===== config.mk =====
export PLATFORM = sky130hd
export DESIGN_NAME = rw_mode_scheduler
export DESIGN_NICKNAME = d
export VERILOG_FILES = /design/src/rtl/mc_sched_pkg.sv /design/src/rtl/sat_counter.sv /design/src/rtl/rw_mode_scheduler.sv
export SDC_FILE = /design/constraint.sdc
export NUM_CORES = 1
export LEC_CHECK = 0
export BUFFER_PORTS_ARGS = -buffer_cell sky130_fd_sc_hd__buf_2
export CAP_MARGIN = 10
export CORE_UTILIZATION = 40
export CTS_BUF_LIST = sky130_fd_sc_hd__clkbuf_4 sky130_fd_sc_hd__clkbuf_8 sky130_fd_sc_hd__clkbuf_16
export CTS_CLUSTER_SIZE = 16
export DETAILED_ROUTE_END_ITERATION = 8
export PLACE_DENSITY = 0.65
export REMOVE_ABC_BUFFERS = 1
export SYNTH_ARGS = -nofsm -noshare
export SYNTH_HDL_FRONTEND = slang
export SYNTH_HIERARCHICAL = 1
export SYNTH_SLANG_ARGS = --single-unit

===== constraint.sdc =====
create_clock -name clk -period 1.8 [get_ports clk]
set_input_delay 0.36 -clock clk [delete_from_list [all_inputs] [get_ports clk]]
set_output_delay 0.36 -clock clk [all_outputs]
set_load 0.1 [all_outputs]

===== src/rtl/mc_sched_pkg.sv =====
// Shared types and width helpers for the channel read/write scheduler.
// Holds the channel mode encoding plus rank/count width functions.
package mc_sched_pkg;

    typedef enum logic {
        MODE_RD = 1'b0,
        MODE_WR = 1'b1
    } chan_mode_e;

    function automatic int rank_w(input int n);
        return (n > 1) ? $clog2(n) : 1;
    endfunction

    function automatic int cnt_w(input int depth);
        return $clog2(depth + 1);
    endfunction

endpackage


===== src/rtl/sat_counter.sv =====
// Saturating up-counter with synchronous clear (clear beats increment).
// Ports: clk, rst (async high), inc, clr; sat high while count == LIMIT.
module sat_counter #(
    parameter int WIDTH = 3,
    parameter int LIMIT = 4
) (
    input  logic clk,
    input  logic rst,
    input  logic inc,
    input  logic clr,
    output logic sat
);

    localparam logic [WIDTH-1:0] LIM = WIDTH'(LIMIT);

    logic [WIDTH-1:0] count;

    assign sat = (count == LIM);

    always_ff @(posedge clk or posedge rst) begin
        if (rst) begin
            count <= '0;
        end else if (clr) begin
            count <= '0;
        end else if (inc && !sat) begin
            count <= count + 1'b1;
        end
    end

endmodule


===== src/rtl/rw_mode_scheduler.sv =====
// Channel read/write mode scheduler: picks READ/WRITE from queue watermarks,
// burst and starvation rules; gates CAS grants; flags ungranted CAS.
// Ports: clk, rst, rdQCount, wrQCount, rdHeadRank, casIssue, casIsWrite,
//        casRank, DQTurnaroundFree -> channelMode, rankChanged, rdGrant,
//        wrGrant, protoErr.
module rw_mode_scheduler
    import mc_sched_pkg::*;
#(
    parameter int RQ_DEPTH        = 32,
    parameter int WQ_DEPTH        = 32,
    parameter int WR_HIGH_WM      = 24,
    parameter int WR_LOW_WM       = 8,
    parameter int MIN_BURST       = 4,
    parameter int RD_STARVE_LIMIT = 64,
    parameter int NUM_RANK        = 2,
    localparam int RQ_CNT_W       = cnt_w(RQ_DEPTH),
    localparam int WQ_CNT_W       = cnt_w(WQ_DEPTH),
    localparam int RANK_W         = rank_w(NUM_RANK)
) (
    input  logic                clk,
    input  logic                rst,
    input  logic [RQ_CNT_W-1:0] rdQCount,
    input  logic [WQ_CNT_W-1:0] wrQCount,
    input  logic [RANK_W-1:0]   rdHeadRank,
    input  logic                casIssue,
    input  logic                casIsWrite,
    input  logic [RANK_W-1:0]   casRank,
    input  logic                DQTurnaroundFree,
    output logic                channelMode,
    output logic                rankChanged,
    output logic                rdGrant,
    output logic                wrGrant,
    output logic                protoErr
);

    localparam int BURST_W  = cnt_w(MIN_BURST);
    localparam int STARVE_W = cnt_w(RD_STARVE_LIMIT);

    localparam logic [WQ_CNT_W-1:0] WR_HI = WQ_CNT_W'(WR_HIGH_WM);
    localparam logic [WQ_CNT_W-1:0] WR_LO = WQ_CNT_W'(WR_LOW_WM);

    chan_mode_e        state;
    logic [RANK_W-1:0] last_wr_rank;
    logic              sw_req;
    logic              burst_full;
    logic              starve_full;
    logic              rd_empty;
    logic              wr_empty;
    logic              wr_high;
    logic              wr_low;
    logic              in_wr;

    assign rd_empty = (rdQCount == '0);
    assign wr_empty = (wrQCount == '0);
    assign wr_high  = (wrQCount >= WR_HI);
    assign wr_low   = (wrQCount <= WR_LO);
    assign in_wr    = (state == MODE_WR);

    // Idle channel (both queues empty) never flips, even if starvation
    // saturated before the reads drained.
    always_comb begin
        sw_req = 1'b0;
        unique case (state)
            MODE_RD: begin
                sw_req = (wr_high && (burst_full || rd_empty))
                       || (rd_empty && !wr_empty);
            end
            MODE_WR: begin
                sw_req = (wr_empty && !rd_empty)
                       || (wr_low && burst_full && !rd_empty)
                       || (starve_full && burst_full);
            end
            default: sw_req = 1'b0;
        endcase
        if (rd_empty && wr_empty) begin
            sw_req = 1'b0;
        end
    end

    sat_counter #(
        .WIDTH(BURST_W),
        .LIMIT(MIN_BURST)
    ) u_burst (
        .clk(clk),
        .rst(rst),
        .inc(casIssue),
        .clr(sw_req),
        .sat(burst_full)
    );

    sat_counter #(
        .WIDTH(STARVE_W),
        .LIMIT(RD_STARVE_LIMIT)
    ) u_starve (
        .clk(clk),
        .rst(rst),
        .inc(in_wr && !rd_empty),
        .clr(!in_wr),
        .sat(starve_full)
    );

    assign channelMode = in_wr;

    assign rdGrant = !in_wr && DQTurnaroundFree && !rd_empty && !sw_req;
    assign wrGrant = in_wr && DQTurnaroundFree && !wr_empty && !sw_req;

    always_ff @(posedge clk or posedge rst) begin
        if (rst) begin
            state        <= MODE_RD;
            rankChanged  <= 1'b0;
            protoErr     <= 1'b0;
            last_wr_rank <= '0;
        end else begin
            if (casIssue && (casIsWrite ? !wrGrant : !rdGrant)) begin
                protoErr <= 1'b1;
            end
            if (casIssue && casIsWrite) begin
                last_wr_rank <= casRank;
            end
            // Compare against the rank of the last completed write, not a
            // write landing in the same decision cycle.
            if (sw_req) begin
                unique case (state)
                    MODE_WR: begin
                        state       <= MODE_RD;
                        rankChanged <= (rdHeadRank != last_wr_rank);
                    end
                    MODE_RD: begin
                        state       <= MODE_WR;
                        rankChanged <= 1'b0;
                    end
                    default: begin
                        state       <= MODE_RD;
                        rankChanged <= 1'b0;
                    end
                endcase
            end
        end
    end

endmodule

# Word level (Yosys, flattened, before mapping)
# Index checks and enable logic that the tools add are counted.
[word_totals]
register_bits = 14
latch_bits = 0
ramBits = 0
romBits = 0
input_bits = 19
output_inout_bits = 5
elab_cells = 57
memories = 0
[op_classes]
add_sub_neg = 2
mul = 0
div = 0
order_cmp = 2
n_eq_ne = 4
n_shift = 0
mux = 9
bitwise_logic = 1
n_reduce_logical = 33
[ops]
columns = ["operator", "n"]
rows = [
  ["1-bit logical AND", 18],
  ["7-bit two-way mux", 2],
  ["6-bit zero test", 2],
  ["1-bit zero test", 8],
  ["7-bit by 1-bit adder with 7-bit output (second input constant)", 1],
  ["7-bit == test (second input constant)", 1],
  ["6-bit by 5-bit greater-or-equal comparator with 1-bit output (second input constant)", 1],
  ["6-bit by 4-bit <= comparator with 1-bit output (second input constant)", 1],
  ["3-bit two-way mux", 2],
  ["1-bit one-hot mux with 2 select lines", 3],
  ["1-bit logical OR", 4],
  ["3-bit by 1-bit adder with 3-bit output (second input constant)", 1],
  ["3-bit == test (second input constant)", 1],
  ["1-bit two-way mux", 2],
  ["2-bit by 1-bit inequality test with 1-bit output (second input constant)", 1],
  ["2-bit nonzero test", 1],
  ["1-bit inequality test", 1],
  ["1-bit inverter", 1],
]

# Longest topological paths before layout
[logic_depth]
word_depth = 12
ltp_mapped = 9
ltp_nobuf = 9

# Cells and area by module
# The synthesis kept the hierarchy.
[by_module_without_submodules]
columns = ["mod", "n_inst", "cells_per_inst", "area_each_um2"]
rows = [
  ["sat_counter at u_starve", 1, 43, 417.9],
  ["rw_mode_scheduler", 1, 45, 357.8],
  ["sat_counter at u_burst", 1, 19, 196.4],
]

# Least setup slack after synthesis
# Ideal clock, no wire load.
[synth_timing]
kind = "register to output"
startpoint = "reg state, in the netlist channelMode"
endpoint = "out wrGrant"
t_arrival_ns = 3.530
setup_slack_ns = -2.090
path_stages_with_launch = 4
path_buffers = 1
cell_sequence = "dfrtp_1 clkbuf_1 o311ai_4 nor3_1"
[synth_between]
elab_chain_cells = 5
[synth_rtl]
columns = ["item", "line_no", "rtl"]
rows = [
  ["start, declared", "rw_mode_scheduler.sv:42", "chan_mode_e state;"],
  ["start signal, assigned", "rw_mode_scheduler.sv:109", "state <= MODE_RD;"],
  ["start signal, assigned", "rw_mode_scheduler.sv:125", "state <= MODE_RD;"],
  ["start signal, assigned", "rw_mode_scheduler.sv:129", "state <= MODE_WR;"],
  ["1-bit inverter", "rw_mode_scheduler.sv:63", "unique case (state)"],
  ["1-bit one-hot mux with 2 select lines", "rw_mode_scheduler.sv:63", ""],
  ["1-bit two-way mux", "rw_mode_scheduler.sv:75", "if (rd_empty && wr_empty) begin"],
  ["1-bit zero test", "rw_mode_scheduler.sv:105", "assign wrGrant = in_wr && DQTurnaroundFree && !wr_empty && !sw_req;"],
  ["1-bit logical AND (*)", "rw_mode_scheduler.sv:105", ""],
  ["end, declared", "rw_mode_scheduler.sv:32", "output logic wrGrant,"],
]
# Every way passes the cells marked *; elsewhere a longest branch is shown, timed or not.

# Final worst setup path
[layout_timing]
startpoint = "reg u_burst.count[0]"
endpoint = "out wrGrant"
[layout_between]
elab_chain_cells = 9
[layout_rtl]
columns = ["item", "line_no", "rtl"]
rows = [
  ["start, declared", "sat_counter.sv:16", "logic [WIDTH-1:0] count;"],
  ["start signal, assigned", "sat_counter.sv:26", "count <= count + 1'b1;"],
  ["3-bit == test (*)", "sat_counter.sv:18", "assign sat = (count == LIM);"],
  ["via burst_full", "rw_mode_scheduler.sv:45", "logic burst_full;"],
  ["1-bit logical AND (2 in a row)", "rw_mode_scheduler.sv:70", "|| (wr_low && burst_full && !rd_empty)"],
  ["1-bit logical OR", "rw_mode_scheduler.sv:70", ""],
  ["1-bit logical OR", "rw_mode_scheduler.sv:71", "|| (starve_full && burst_full);"],
  ["1-bit one-hot mux with 2 select lines (*)", "rw_mode_scheduler.sv:63", ""],
  ["1-bit two-way mux (*)", "rw_mode_scheduler.sv:75", ""],
  ["1-bit zero test (*)", "rw_mode_scheduler.sv:105", ""],
  ["1-bit logical AND (*)", "rw_mode_scheduler.sv:105", ""],
]
# Mark *: on every way through the listed nets, which the timed path passes. The rest lies on a longest branch.

==> flow_metrics.env <==
export IMPL_drv_cap=0
export IMPL_tightest_slew_ps=488
export IMPL_grt_pass1_vias=980
export IMPL_min_path_type="in -> reg"
export IMPL_nets=185
export IMPL_power_leakage_nw=0.728
export IMPL_layout_common_cells="buf_4 (24), buf_2 (21), dfrtp_1 (14)"
export IMPL_synth_seq_cells=14
export IMPL_cts_buffers=3
export IMPL_endpoint="wrGrant"
export IMPL_r2r_start="u_burst/count[0]"
export IMPL_gp_congestion=0.765
export IMPL_outcome="finished with violations"
export IMPL_cts_root_buf="clkbuf_4"
export IMPL_multiInputGateArea_um2=649
export IMPL_slew_violations=0
export IMPL_grt_usage_pct=20.5
export IMPL_timing_hold_ws_ps=309
export IMPL_final_util_pct=66.4
export IMPL_drtAntennaViolNets=0
export IMPL_die_h_um=51.3
export IMPL_fin_ws_ps=-333
export IMPL_tritoncts="built"
export IMPL_reg2regPathDepth=11
export IMPL_final_hold_violation_count=0
export IMPL_async_flop_share_pct=100
export IMPL_crit_path_end_kind="output pin"
export IMPL_area_growth_syn_to_layout_pct=53.9
export IMPL_cts_sinks=14
export IMPL_dieArea_um2=2630
export IMPL_htreeDepth=1
export IMPL_startpoint="u_burst/count[0]"
export IMPL_syn_area_um2=972
export IMPL_synth_cell_types=39
export IMPL_antenna_found_initial=0
export IMPL_period_needed_ps=2130
export IMPL_setup_viol=8
export IMPL_fin_crit_sh_pct=119
export IMPL_via_count=920
export IMPL_synth_edf_count=0
export IMPL_layout_commonest_cell="buf_4"
export IMPL_dpl_cell_area_um2=1330
export IMPL_worst_setup_path_type="reg -> out"
export IMPL_seq_area_um2=350
export IMPL_dr_pass1_iters=4
export IMPL_synthFlopType="dfrtp_1"
export IMPL_grt_setup_unrepaired="yes"
export IMPL_syn_inst=107
export IMPL_drtIter0Drc=17
export IMPL_start_util_pct=43.1
export IMPL_whs_path_depth=2
export IMPL_diodes=0
export IMPL_io_buffer_count=23
export IMPL_routed_via_density=4.89
export IMPL_timing_reg2reg_setup_slack_ps=-240
export IMPL_post_drt_wl_per_cell_um=13.0
export IMPL_ir_drop_mv=0.927
export IMPL_fill_cells=194
export IMPL_path_max_fanout=4
export IMPL_post_route_cell_area_um2=1500
export IMPL_fin_skew_ps=8.62
export IMPL_clk_pin_slew_ps=90
export IMPL_drive_gt1_share_pct=50.6
export IMPL_arrival_ps=1770
export IMPL_p_per_area_nw_per_um2=1080
export IMPL_rows=17
export IMPL_routed_wl_um=2450
export IMPL_die_w_um=51.3
export IMPL_worstPathRequired_ps=1440
export IMPL_insertion_delay_ps=280
export IMPL_max_freq_mhz=469
export IMPL_start_kind="flop"
export IMPL_grt_max_degree=10
export IMPL_ys_seq_area_share_pct=36.0
export IMPL_drt_drc_violations_left=0
export IMPL_rr_endpoint="u_burst/count[0]"
export IMPL_grt_pass1_wl_um=4020
export IMPL_core_area_um2=2250
export IMPL_syn_mean_instance_area_um2=9.09
export IMPL_grt_overflow=0
export IMPL_ios=24
export IMPL_yosysWarnings=6
export IMPL_post_dp_hpwl_um=1870
export IMPL_cts_max_path_buffers=2
export IMPL_violations="negative setup slack"
export IMPL_relSlewSlack_pct=67.2
[cell usage after synthesis, types with 3 or more instances]
master    count  area share, %
nand2_1      12            4.6
dfrtp_1      14             36
nor2_1       10            3.9
xor2_1        3            2.7
nand2b_1      4            2.6
mux2_4        3            4.6
ha_1          4            5.1
nand4_1       3            1.9
inv_1        12            4.6
a21oi_1       7            3.6
[where the power goes]
| group | switching, W | internal, W | total [W] | leakage, nW |
|---|---|---|---|---|
| Clock | 0.000106 | 0.0000775 | 0.000184 | 0.0138 |
| Sequential | 0.0000418 | 0.000366 | 0.000408 | 0.182 |
| Combinational | 0.000508 | 0.000513 | 0.00102 | 0.532 |
[what timing repair did]
action | CTS | global route
resized for setup | 16 | 10
hold buffers | 1 | 0
endpoints found under the hold margin | 7 | 0
pin swaps | 4 | 1
buffers inserted | 4 | 2
endpoints found under the setup margin | 8 | 8
[how the worst min path moves through the flow]
stage,startpoint,end,slack (ps)
final,casRank,last_wr_rank,310
after global routing,casRank,last_wr_rank,310
after CTS,casRank,last_wr_rank,300
after detailed placement,rst,u_burst/count[2],260
after global placement,rst,u_burst/count[2],250
after floorplan,rst,u_burst/count[0],110
[critical path: stages (launching register included)]
cell and delay, ps:
dfrtp_1 400, inv_1 60, ha_2 170, and2_4 180, o21ai_4 80, o311ai_4 330, nor3_2 90, buf_12 170
[area by class of cell]
type	instances	share of cell area, %
well taps	28	2.34
inverters	12	3.18
repair buffers	53	26.2
flip-flops and latches	14	23.4
clock buffers	3	1.51
multi-input cells	78	43.4
[state kept, by name, indices dropped and copies added (netlist names)]
name and count:
last_wr_rank 1, u_burst/count 3, rankChanged 1, channelMode 1, u_starve/count 7, protoErr 1
[stage by stage]
stage	TNS [ps]	worst slack (ps)	cells	power (W)
2_1_floorplan	-5870	-2000	104	0.000866
3_3_place_gp	-997	-245	180	0.00115
3_5_place_dp	-1510	-280	180	0.00118
4_1_cts	-870	-314	186	0.00147
5_1_grt	-2240	-438	188	0.00170
6_report	-1510	-333	188	0.00161
[cells by family after synthesis]
group | synth area share (%)
AOI/OAI and AO/OA | 16.1
xor gates and xnor gates | 2.70
adders and majority gates | 5.15
buffers and inverters | 5.92
DFF | 36.0
muxes | 7.85
and+or+nand+nor | 26.3
[routing by layer]
metal | up-vias | part of all wire, % | track usage, %
met3 | 0 | 1.4 | 3.57
met2 | 9 | 57 | 39.5
met5 | - | 0 | 0
li1 | 473 | - | -
met1 | 438 | 41 | 23.4
met4 | 0 | 0 | 4.05
(Power assumes the default switching activity.)
